<file path="config.mk">
export PLATFORM = sky130hd
export DESIGN_NAME = time_entry_writer
export DESIGN_NICKNAME = d
export VERILOG_FILES = /design/src/rtl/time_entry_writer_pkg.sv /design/src/rtl/time_entry_writer_onehot10_to_bcd.sv /design/src/rtl/time_entry_writer.sv
export SDC_FILE = /design/constraint.sdc
export NUM_CORES = 1
export LEC_CHECK = 0
export BUFFER_PORTS_ARGS = -buffer_cell sky130_fd_sc_hd__buf_2
export CAP_MARGIN = 15
export CORE_MARGIN = 5
export CORE_UTILIZATION = 52
export DETAILED_ROUTE_END_ITERATION = 7
export PLACE_DENSITY = 0.77
export SETUP_SLACK_MARGIN = 0.15
export SYNTH_ARGS = -nofsm -noshare
export SYNTH_HDL_FRONTEND = slang
export SYNTH_HIERARCHICAL = 1
export SYNTH_SLANG_ARGS = --single-unit
</file>
<file path="constraint.sdc">
create_clock -name clock -period 4.3 [get_ports clock]
set_clock_uncertainty 0.15 [all_clocks]
set_input_delay 0.215 -clock clock [delete_from_list [all_inputs] [get_ports clock]]
set_output_delay 0.215 -clock clock [all_outputs]
set_load 0.03 [all_outputs]
</file>
<file path="src/rtl/time_entry_writer_pkg.sv">
// rtl/time_entry_writer_pkg.sv - shared types, limits and helpers for keypad time entry
package time_entry_writer_pkg;

  localparam int DIGITS = 6;
  localparam logic [3:0] H10_MAX = 4'd2;
  localparam int HOUR_MAX = 23;
  localparam logic [3:0] MS10_MAX = 4'd5;
  localparam logic [3:0] DIGIT_MAX = 4'd9;

  typedef logic [3:0] bcd_t;

  typedef enum logic [2:0] {
    ST_IDLE   = 3'd0,
    ST_ENTRY  = 3'd1,
    ST_CHECK  = 3'd2,
    ST_COMMIT = 3'd3,
    ST_DONE   = 3'd4
  } state_e;

  // Largest digit accepted at a cursor position (0 = H10).
  function automatic bcd_t digit_limit(input logic [2:0] pos);
    case (pos)
      3'd0:       digit_limit = H10_MAX;
      3'd2, 3'd4: digit_limit = MS10_MAX;
      default:    digit_limit = DIGIT_MAX;
    endcase
  endfunction

  function automatic logic hour_ok(input bcd_t h10, input bcd_t h1);
    logic [7:0] hh;
    hh = {4'd0, h10} * 8'd10 + {4'd0, h1};
    return hh <= 8'(HOUR_MAX);
  endfunction

endpackage

</file>
<file path="src/rtl/time_entry_writer_onehot10_to_bcd.sv">
// rtl/time_entry_writer_onehot10_to_bcd.sv - one-hot keypad pulse to BCD digit decoder
module onehot10_to_bcd
  import time_entry_writer_pkg::*;
(
  input  logic [9:0] i_onehot,
  output bcd_t       o_digit,
  output logic       o_valid
);

  always_comb begin
    o_digit = 4'd0;
    for (int i = 0; i < 10; i++) begin
      if (i_onehot[i]) o_digit = 4'(i);
    end
  end

  // Nonzero with no second bit set.
  assign o_valid = (i_onehot != 10'd0) && ((i_onehot & (i_onehot - 10'd1)) == 10'd0);

endmodule

</file>
<file path="src/rtl/time_entry_writer.sv">
// rtl/time_entry_writer.sv - collects six BCD keypad digits, validates HH, issues one time write
module time_entry_writer
  import time_entry_writer_pkg::*;
#(
  parameter int TIMEOUT_CYCLES = 30_000_000
) (
  input  logic        clock,
  input  logic        reset,
  input  logic        en,
  input  logic [9:0]  keypad,
  input  logic        sharp,
  output logic [23:0] set_time,
  output logic        write,
  output logic        complete,
  output logic        error,
  output logic [2:0]  cursor,
  output logic        h,
  output logic        m,
  output logic        s
);

  localparam int CNT_W = ($clog2(TIMEOUT_CYCLES + 1) > 25) ? $clog2(TIMEOUT_CYCLES + 1) : 25;
  localparam logic [CNT_W-1:0] CNT_LAST = CNT_W'(TIMEOUT_CYCLES - 1);

  state_e                  r_state, w_state;
  bcd_t [DIGITS-1:0]       r_buf, w_buf;
  logic [2:0]              r_cursor, w_cursor;
  logic [CNT_W-1:0]        r_cnt, w_cnt;
  logic [23:0]             r_set_time, w_set_time;
  logic                    r_write, w_write;
  logic                    r_complete, w_complete;
  logic                    r_error, w_error;
  logic                    r_h, r_m, r_s, w_h, w_m, w_s;
  bcd_t                    w_key_digit;
  logic                    w_key_valid;

  onehot10_to_bcd u_dec (
    .i_onehot (keypad),
    .o_digit  (w_key_digit),
    .o_valid  (w_key_valid)
  );

  always_comb begin
    w_state    = r_state;
    w_buf      = r_buf;
    w_cursor   = r_cursor;
    w_cnt      = r_cnt;
    w_set_time = r_set_time;
    w_write    = 1'b0;
    w_complete = 1'b0;
    w_error    = 1'b0;
    if (!en) begin
      w_state  = ST_IDLE;
      w_buf    = '0;
      w_cursor = 3'd0;
      w_cnt    = '0;
    end else begin
      case (r_state)
        ST_IDLE: begin
          w_state  = ST_ENTRY;
          w_buf    = '0;
          w_cursor = 3'd0;
          w_cnt    = '0;
        end
        ST_ENTRY: begin
          // Confirm takes priority over a key arriving in the same cycle.
          if (sharp) begin
            w_state = ST_CHECK;
          end else if (w_key_valid) begin
            w_cnt = '0;
            if (w_key_digit <= digit_limit(r_cursor)) begin
              w_buf[r_cursor] = w_key_digit;
              w_cursor = (r_cursor == 3'(DIGITS - 1)) ? 3'd0 : r_cursor + 3'd1;
            end else begin
              w_error = 1'b1;
            end
          end else if (r_cnt == CNT_LAST) begin
            w_error  = 1'b1;
            w_buf    = '0;
            w_cursor = 3'd0;
            w_cnt    = '0;
          end else if (r_cnt != '1) begin
            w_cnt = r_cnt + CNT_W'(1);
          end
        end
        ST_CHECK: begin
          if (hour_ok(r_buf[0], r_buf[1])) begin
            w_set_time = {r_buf[0], r_buf[1], r_buf[2], r_buf[3], r_buf[4], r_buf[5]};
            w_write    = 1'b1;
            w_state    = ST_COMMIT;
          end else begin
            w_error  = 1'b1;
            w_cursor = 3'd0;
            w_cnt    = '0;
            w_state  = ST_ENTRY;
          end
        end
        ST_COMMIT: begin
          w_complete = 1'b1;
          w_state    = ST_DONE;
        end
        ST_DONE: begin
          w_state = ST_DONE;
        end
        default: begin
          w_state = ST_IDLE;
        end
      endcase
    end
    w_h = (w_state == ST_ENTRY) && (w_cursor <= 3'd1);
    w_m = (w_state == ST_ENTRY) && ((w_cursor == 3'd2) || (w_cursor == 3'd3));
    w_s = (w_state == ST_ENTRY) && ((w_cursor == 3'd4) || (w_cursor == 3'd5));
  end

  always_ff @(posedge clock or negedge reset) begin
    if (!reset) begin
      r_state    <= ST_IDLE;
      r_buf      <= '0;
      r_cursor   <= 3'd0;
      r_cnt      <= '0;
      r_set_time <= 24'd0;
      r_write    <= 1'b0;
      r_complete <= 1'b0;
      r_error    <= 1'b0;
      r_h        <= 1'b0;
      r_m        <= 1'b0;
      r_s        <= 1'b0;
    end else begin
      r_state    <= w_state;
      r_buf      <= w_buf;
      r_cursor   <= w_cursor;
      r_cnt      <= w_cnt;
      r_set_time <= w_set_time;
      r_write    <= w_write;
      r_complete <= w_complete;
      r_error    <= w_error;
      r_h        <= w_h;
      r_m        <= w_m;
      r_s        <= w_s;
    end
  end

  assign set_time = r_set_time;
  assign write    = r_write;
  assign complete = r_complete;
  assign error    = r_error;
  assign cursor   = r_cursor;
  assign h        = r_h;
  assign m        = r_m;
  assign s        = r_s;

endmodule

</file>
Word level (Yosys, flattened, before mapping)
Cells that the tools add are included.

storage, ports and cells
  register bits = 85
  latch bits = 0
  memory bits (writable) = 0
  memory bits (read-only) = 0
  input bits = 14
  output and inout bits = 33
  word-level logic and storage cells = 118
  memories = 0

cells by class
  $add $sub $neg = 4
  multipliers = 1
  divide/modulo/power cells = 0
  magnitude comparators = 5
  eq/ne operators = 21
  shift-type cells = 0
  muxes and demuxes = 54
  bitwise operators = 1
  reductions and logical operators = 16

operator list
  kind                                                 count
  two-way mux 25 bit                                   6
  two-way mux 24 bit                                   5
  case mux 25 bit (3 select lines)                     1
  case mux 24 bit (2 select lines)                     1
  two-way mux 3 bit                                    13
  two-way mux 4 bit                                    7
  adder 25 x 1 -> 25 bit, second input constant        1
  == test 25 bit, second input constant                1
  != test 25 bit, second input constant                1
  bitwise mux 24 bit                                   1
  == test 3 x 2 -> 1 bit, second input constant        5
  == test 3 bit, second input constant                 5
  demux 4 bit (select 3 bit)                           1
  two-way mux 1 bit                                    12
  case mux 3 bit (4 select lines)                      1
  AND 10 bit                                           1
  logical NOT 10 bit                                   1
  nonzero test 10 bit                                  1
  subtractor 10 x 1 -> 10 bit, second input constant   1
  case mux 3 bit (3 select lines)                      1
  adder 8 x 4 -> 8 bit                                 1
  <= comparator 8 x 5 -> 1 bit, second input constant  1
  case mux 4 bit (2 select lines)                      1
  AND reduction 4 bit                                  2
  20 further kinds                                     31

Longest topological paths before layout
  word-level depth = 18
  depth in mapped cells = 13
  mapped depth without buffers = 12

Modules after synthesis
Netlist, hierarchy kept.

modules (own cells, without submodules)
  module             times used  cells an instance  area an instance (µm²)
  time_entry_writer  1           455                4714.5
  onehot10_to_bcd    1           29                 170.2

Least setup slack after synthesis
Ideal clock, no wire load.

  path type = reg2reg
  start point = register r_cursor[2] (netlist: cursor[2])
  end point = register r_buf[20] (netlist name)
  data arrival time = 3069 ps
  required time = 4029 ps
  path slack = 960 ps
  cell stages (with the launch flop) = 11
  path buffers = 2
  clock period less this slack = 3340 ps
  cells stage by stage = dfrtp_1 > clkbuf_1 > or3_1 > clkbuf_1 > ha_1 > nor2b_1 > o31ai_1 > a211oi_1 > o31a_1 > a311o_1 > a32o_2

on the way
  cells in the longest elaborated chain, start to end = 10
  elaborated cells between the ends (all ways) = 23
  classes of those cells = order compare (3); eq/ne (3); mux (13); reduce/logical (4)

ends and longest elaborated chain
  element                                                                                    line                                                  text
  start, declared                                                                            time_entry_writer.sv:27                               logic [2:0] r_cursor, w_cursor;
  start signal, assigned                                                                     time_entry_writer.sv:131                              r_cursor <= w_cursor;
  == test 3 x 2 -> 1 bit, or another cell as far along                                       time_entry_writer_pkg.sv:22                           case (pos)
  OR reduction 2 bit / logical AND 1 bit (equally long branches)                             time_entry_writer_pkg.sv:22, time_entry_writer.sv:72
  case mux 4 bit (2 select lines) / two-way mux 4 bit (equally long branches)                time_entry_writer_pkg.sv:22, time_entry_writer.sv:72
  two-way mux 4 bit / demux 4 bit (select 3 bit) (equally long branches)                     time_entry_writer.sv:69, time_entry_writer.sv:72
  two-way mux 4 bit / bitwise mux 24 bit (equally long branches)                             time_entry_writer.sv:67, time_entry_writer.sv:72
  two-way mux 4 bit / two-way mux 24 bit (equally long branches)                             time_entry_writer.sv:58, time_entry_writer.sv:71
  two-way mux 4 bit / two-way mux 24 bit (equally long branches)                             time_entry_writer.sv:52, time_entry_writer.sv:69
  <= comparator 4 bit / two-way mux 24 bit (equally long branches)                           time_entry_writer.sv:71, time_entry_writer.sv:67
  != test 4 bit (no source line) / case mux 24 bit (2 select lines) (equally long branches)  -
  AND reduction 4 bit (no source line) / two-way mux 24 bit (equally long branches)          -
  end signal, assigned                                                                       time_entry_writer.sv:130                              r_buf <= w_buf;
  end, declared                                                                              time_entry_writer.sv:26                               bcd_t [DIGITS-1:0] r_buf, w_buf;

Parallel ways exist; a longest one is shown, timed or not. The select of a mux whose other input is x is not followed.
A chain may end at the register's enable or synchronous reset.

Final worst setup path
  start point = register r_buf[1] (netlist name)
  end point = register r_set_time[7] (netlist: set_time[7])

on the way
  cells in the longest elaborated chain, start to end = 4

ends and longest elaborated chain
  element                               line                         text
  multiplier 4 x 3 -> 7 bit             time_entry_writer_pkg.sv:31  hh = {4'd0, h10} * 8'd10 + {4'd0, h1};
  adder 8 x 4 -> 8 bit                  time_entry_writer_pkg.sv:31
  <= comparator 8 x 5 -> 1 bit          time_entry_writer_pkg.sv:32  return hh <= 8'(HOUR_MAX);
  AND reduction 3 bit (no source line)  -
  end signal, assigned                  time_entry_writer.sv:133     r_set_time <= w_set_time;
  end, declared                         time_entry_writer.sv:29      logic [23:0] r_set_time, w_set_time;

Every way passes these cells.

==> run summary <==
Hold Crit Start = sharp
Initial antenna violation count = 0
# Post-CTS Setup Buffers = 0
Width of the die = 107 um
Largest net degree at the start of global routing = 86
CTS Buf Count = 9
Yosys reg bits = 85
Antenna Violating Nets Remaining = 0
Netlist Area Pre-Place = 0.00488 sq mm
Status = complete, no violations
Switching share of power = 28.7%
Worst Hold Class = primary input to flip-flop
Yosys warning count = 6
Layout cells sized above 1 = 18.3%
Fin crit share = 85.6%
Top_reg_cell synth = dfrtp_1
Footprint of the multi-input gates = 0.00254 sq mm
TritonCTS clock tree = built
Die area = 0.0114 sq mm
Synthesis-to-layout area growth = 9.73%
Wire per inst = 17.7 um
Root buf cell = clkbuf_8
Peak supply drop = 0.000146 V
Total Wirelength = 11,300 um
Fin. max-slew vios = 0
Distinct cells, synth = 78
Sequential area share after synthesis = 43.5%
Syn Nets = 512
Detailed-route via count = 4,070
Number of antenna diodes = 0
DP Area = 0.00512 sq mm
Post-route cell area = 0.00536 sq mm
Die Y = 107 um
Slowest CP cell = fa_1
Total Neg Setup Slack = 0 ps
Number of global-route vias before repair = 3,931
Cell repeated most along the worst path = ha_1
Max-cap violations = 0
# nets final = 549
Commonest non-fill, non-tap cell in the layout = dfrtp_1
Worst path cell trace = ha_1 > ha_1 > inv_1 > fa_1 > o21bai_1 > nor4_2 > nor3_1 > a31oi_4 > nand4b_4 > mux2_1
Most frequent cells in the layout = dfrtp_1, buf_2, nand2_1
Core footprint = 0.00920 sq mm
Crit-path max cell delay = 480 ps
Reg area = 0.00213 sq mm
Worst Tran Pin Value = 828 ps
Reg power frac = 53.7%
Async set or reset register ratio after synthesis = 100%
Crit path from = r_buf[1]$_DFFE_PN0P_
Worst EP arrival = 3790 ps
CP Capture Type = flip-flop
Slew margin rel. = 44.0%
Int Pwr = 1.08 mW
Clk_lat worst skew = 370 ps
Crit path required time = 4400 ps
First-pass GRT wire length = 19,200 um
Critical path type = flip-flop to flip-flop
Number of synthesized flops with an enable pin = 0
TritonCTS Sinks = 85
Detailed Route Iter0 Violations = 221
Unrepaired setup endpoints after global routing = no
Vias/cell = 6.39
GR Overflow Total = 0
Leak = 2.48 nW
Row count = 35
Final cell utilization of the core = 58.3%
Mapped Cells = 484
Fillers = 795
Gate power share = 8.9%
NetSw = 0.432 mW
RePlAce Congestion = 0.886
Clock buffer depth = 2
Worst-path fanout max = 24
Starting Density = 53.1%
Pre-antenna DRT Iters = 5
Pwr/cell area = 281 mW/mm^2
Mean Syn Cell Area = 10.1 sq um
Drt drc = 0
I/O pins = 47
Critical path launch point type = flip-flop
Htree depth = 3
Final min period = 3680 ps
Clock power frac = 37.4%
Max frequency = 272 MHz
Critical R2R Launch = r_buf[1]$_DFFE_PN0P_
Reg clk slew, reported paths = 100 ps
Final Hold Viols = 0
HPWL after detailed placement = 7930 um
Final Setup Violations = 0
Overall Global Routing Usage = 20.8%
# port buffers = 46
## Yosys cell counts (9+ instances only)
cell type / count / area [sq um]
nand3_1: 11 / 55.1
nand2_1: 44 / 165
o31ai_1: 16 / 120
mux2_1: 18 / 203
clkbuf_1: 10 / 37.5
nor2_1: 17 / 63.8
nor3_1: 10 / 50.1
dfrtp_1: 85 / 2130
inv_1: 18 / 67.6
o21ai_0: 21 / 105
o22ai_1: 18 / 113
a21oi_1: 21 / 105
ha_1: 12 / 150
and2_1: 9 / 56.3
## cell type report
type	count	area share (%)
clock inverter	7	1.38
inverter	18	1.26
clock buffer	9	2.31
multi-input combinational	356	47.3
tap	111	2.59
sequential	85	39.7
timing repair buffer	51	5.46
## layer usage
metal | vias to the layer above | GRT usage [%] | routed length (um)
met5 | - | 0 | 0
met4 | 0 | 7.03 | 180
met3 | 21 | 4.82 | 563
met2 | 112 | 33.6 | 5420
met1 | 1995 | 27.6 | 5130
li1 | 1942 | - | -
## power by group through the flow
stage	Combinational [mW]	Sequential, mW	Clock, mW
3_5_place_dp	0.131	0.825	0
4_1_cts	0.132	0.809	0.578
5_1_grt	0.151	0.811	0.617
6_report	0.135	0.809	0.563
2_1_floorplan	0.0823	0.825	0
3_3_place_gp	0.126	0.825	0
## worst max-delay path: cells and delay by family, from the launching register on
family	cells	cell delay (ps)
AO/OA/AOI/OAI	2	510
adder cells (fa/ha/maj)	3	1010
buffers and inverters	1	60
flip-flops	1	460
multiplexers	1	480
AND/OR/NAND/NOR	3	860
## worst paths after layout
kind / depth (start not counted) / slack [ps] / end
setup / recovery: 10 / 620 / set_time[7]$_DFFE_PN0P_
hold / removal: 3 / 30 / r_state[1]$_DFF_PN0_
setup reg to reg: 10 / 620 / set_time[7]$_DFFE_PN0P_
hold reg to reg: 1 / 340 / set_time[4]$_DFFE_PN0P_
max in group asynchronous: 3 / 3230 / r_cnt[4]$_DFFE_PN0P_
min in group asynchronous: 2 / 150 / r_cnt[23]$_DFFE_PN0P_
## cells by family (layout without fill, tap and decap cells)
logic type / count (synthesis) / in the layout / synth area share (%)
and+or+nand+nor: 160 / 160 / 19.4
DFF: 85 / 85 / 43.5
adders and majority gates: 14 / 14 / 3.89
buffers and inverters: 43 / 85 / 4.53
muxes: 24 / 24 / 5.53
xor gates and xnor gates: 2 / 2 / 0.359
AOI/OAI and AO/OA: 156 / 156 / 22.7
## timing repair
action,in CTS,in global routing
hold buffers,1,0
resized for setup,0,0
hold endpoints to repair,85,0
## flip-flops by register name (all words and copies together), names as in the netlist
name      flops
set_time     24
r_state       3
complete      1
s             1
write         1
error         1
r_cnt        25
m             1
h             1
r_buf        24
cursor        3
## stage by stage
stage / setup WS [ps] / hold WS (ps) / cells / power, mW
after floorplan: 960 / -231 / 484 / 0.907
after global placement: 761 / 315 / 619 / 0.951
after detailed placement: 590 / 325 / 619 / 0.956
after CTS: 571 / 13.5 / 636 / 1.52
after global routing: 350 / 9.51 / 637 / 1.58
final: 618 / 30.6 / 637 / 1.51
Note: power is estimated with default switching activity, not from simulation.
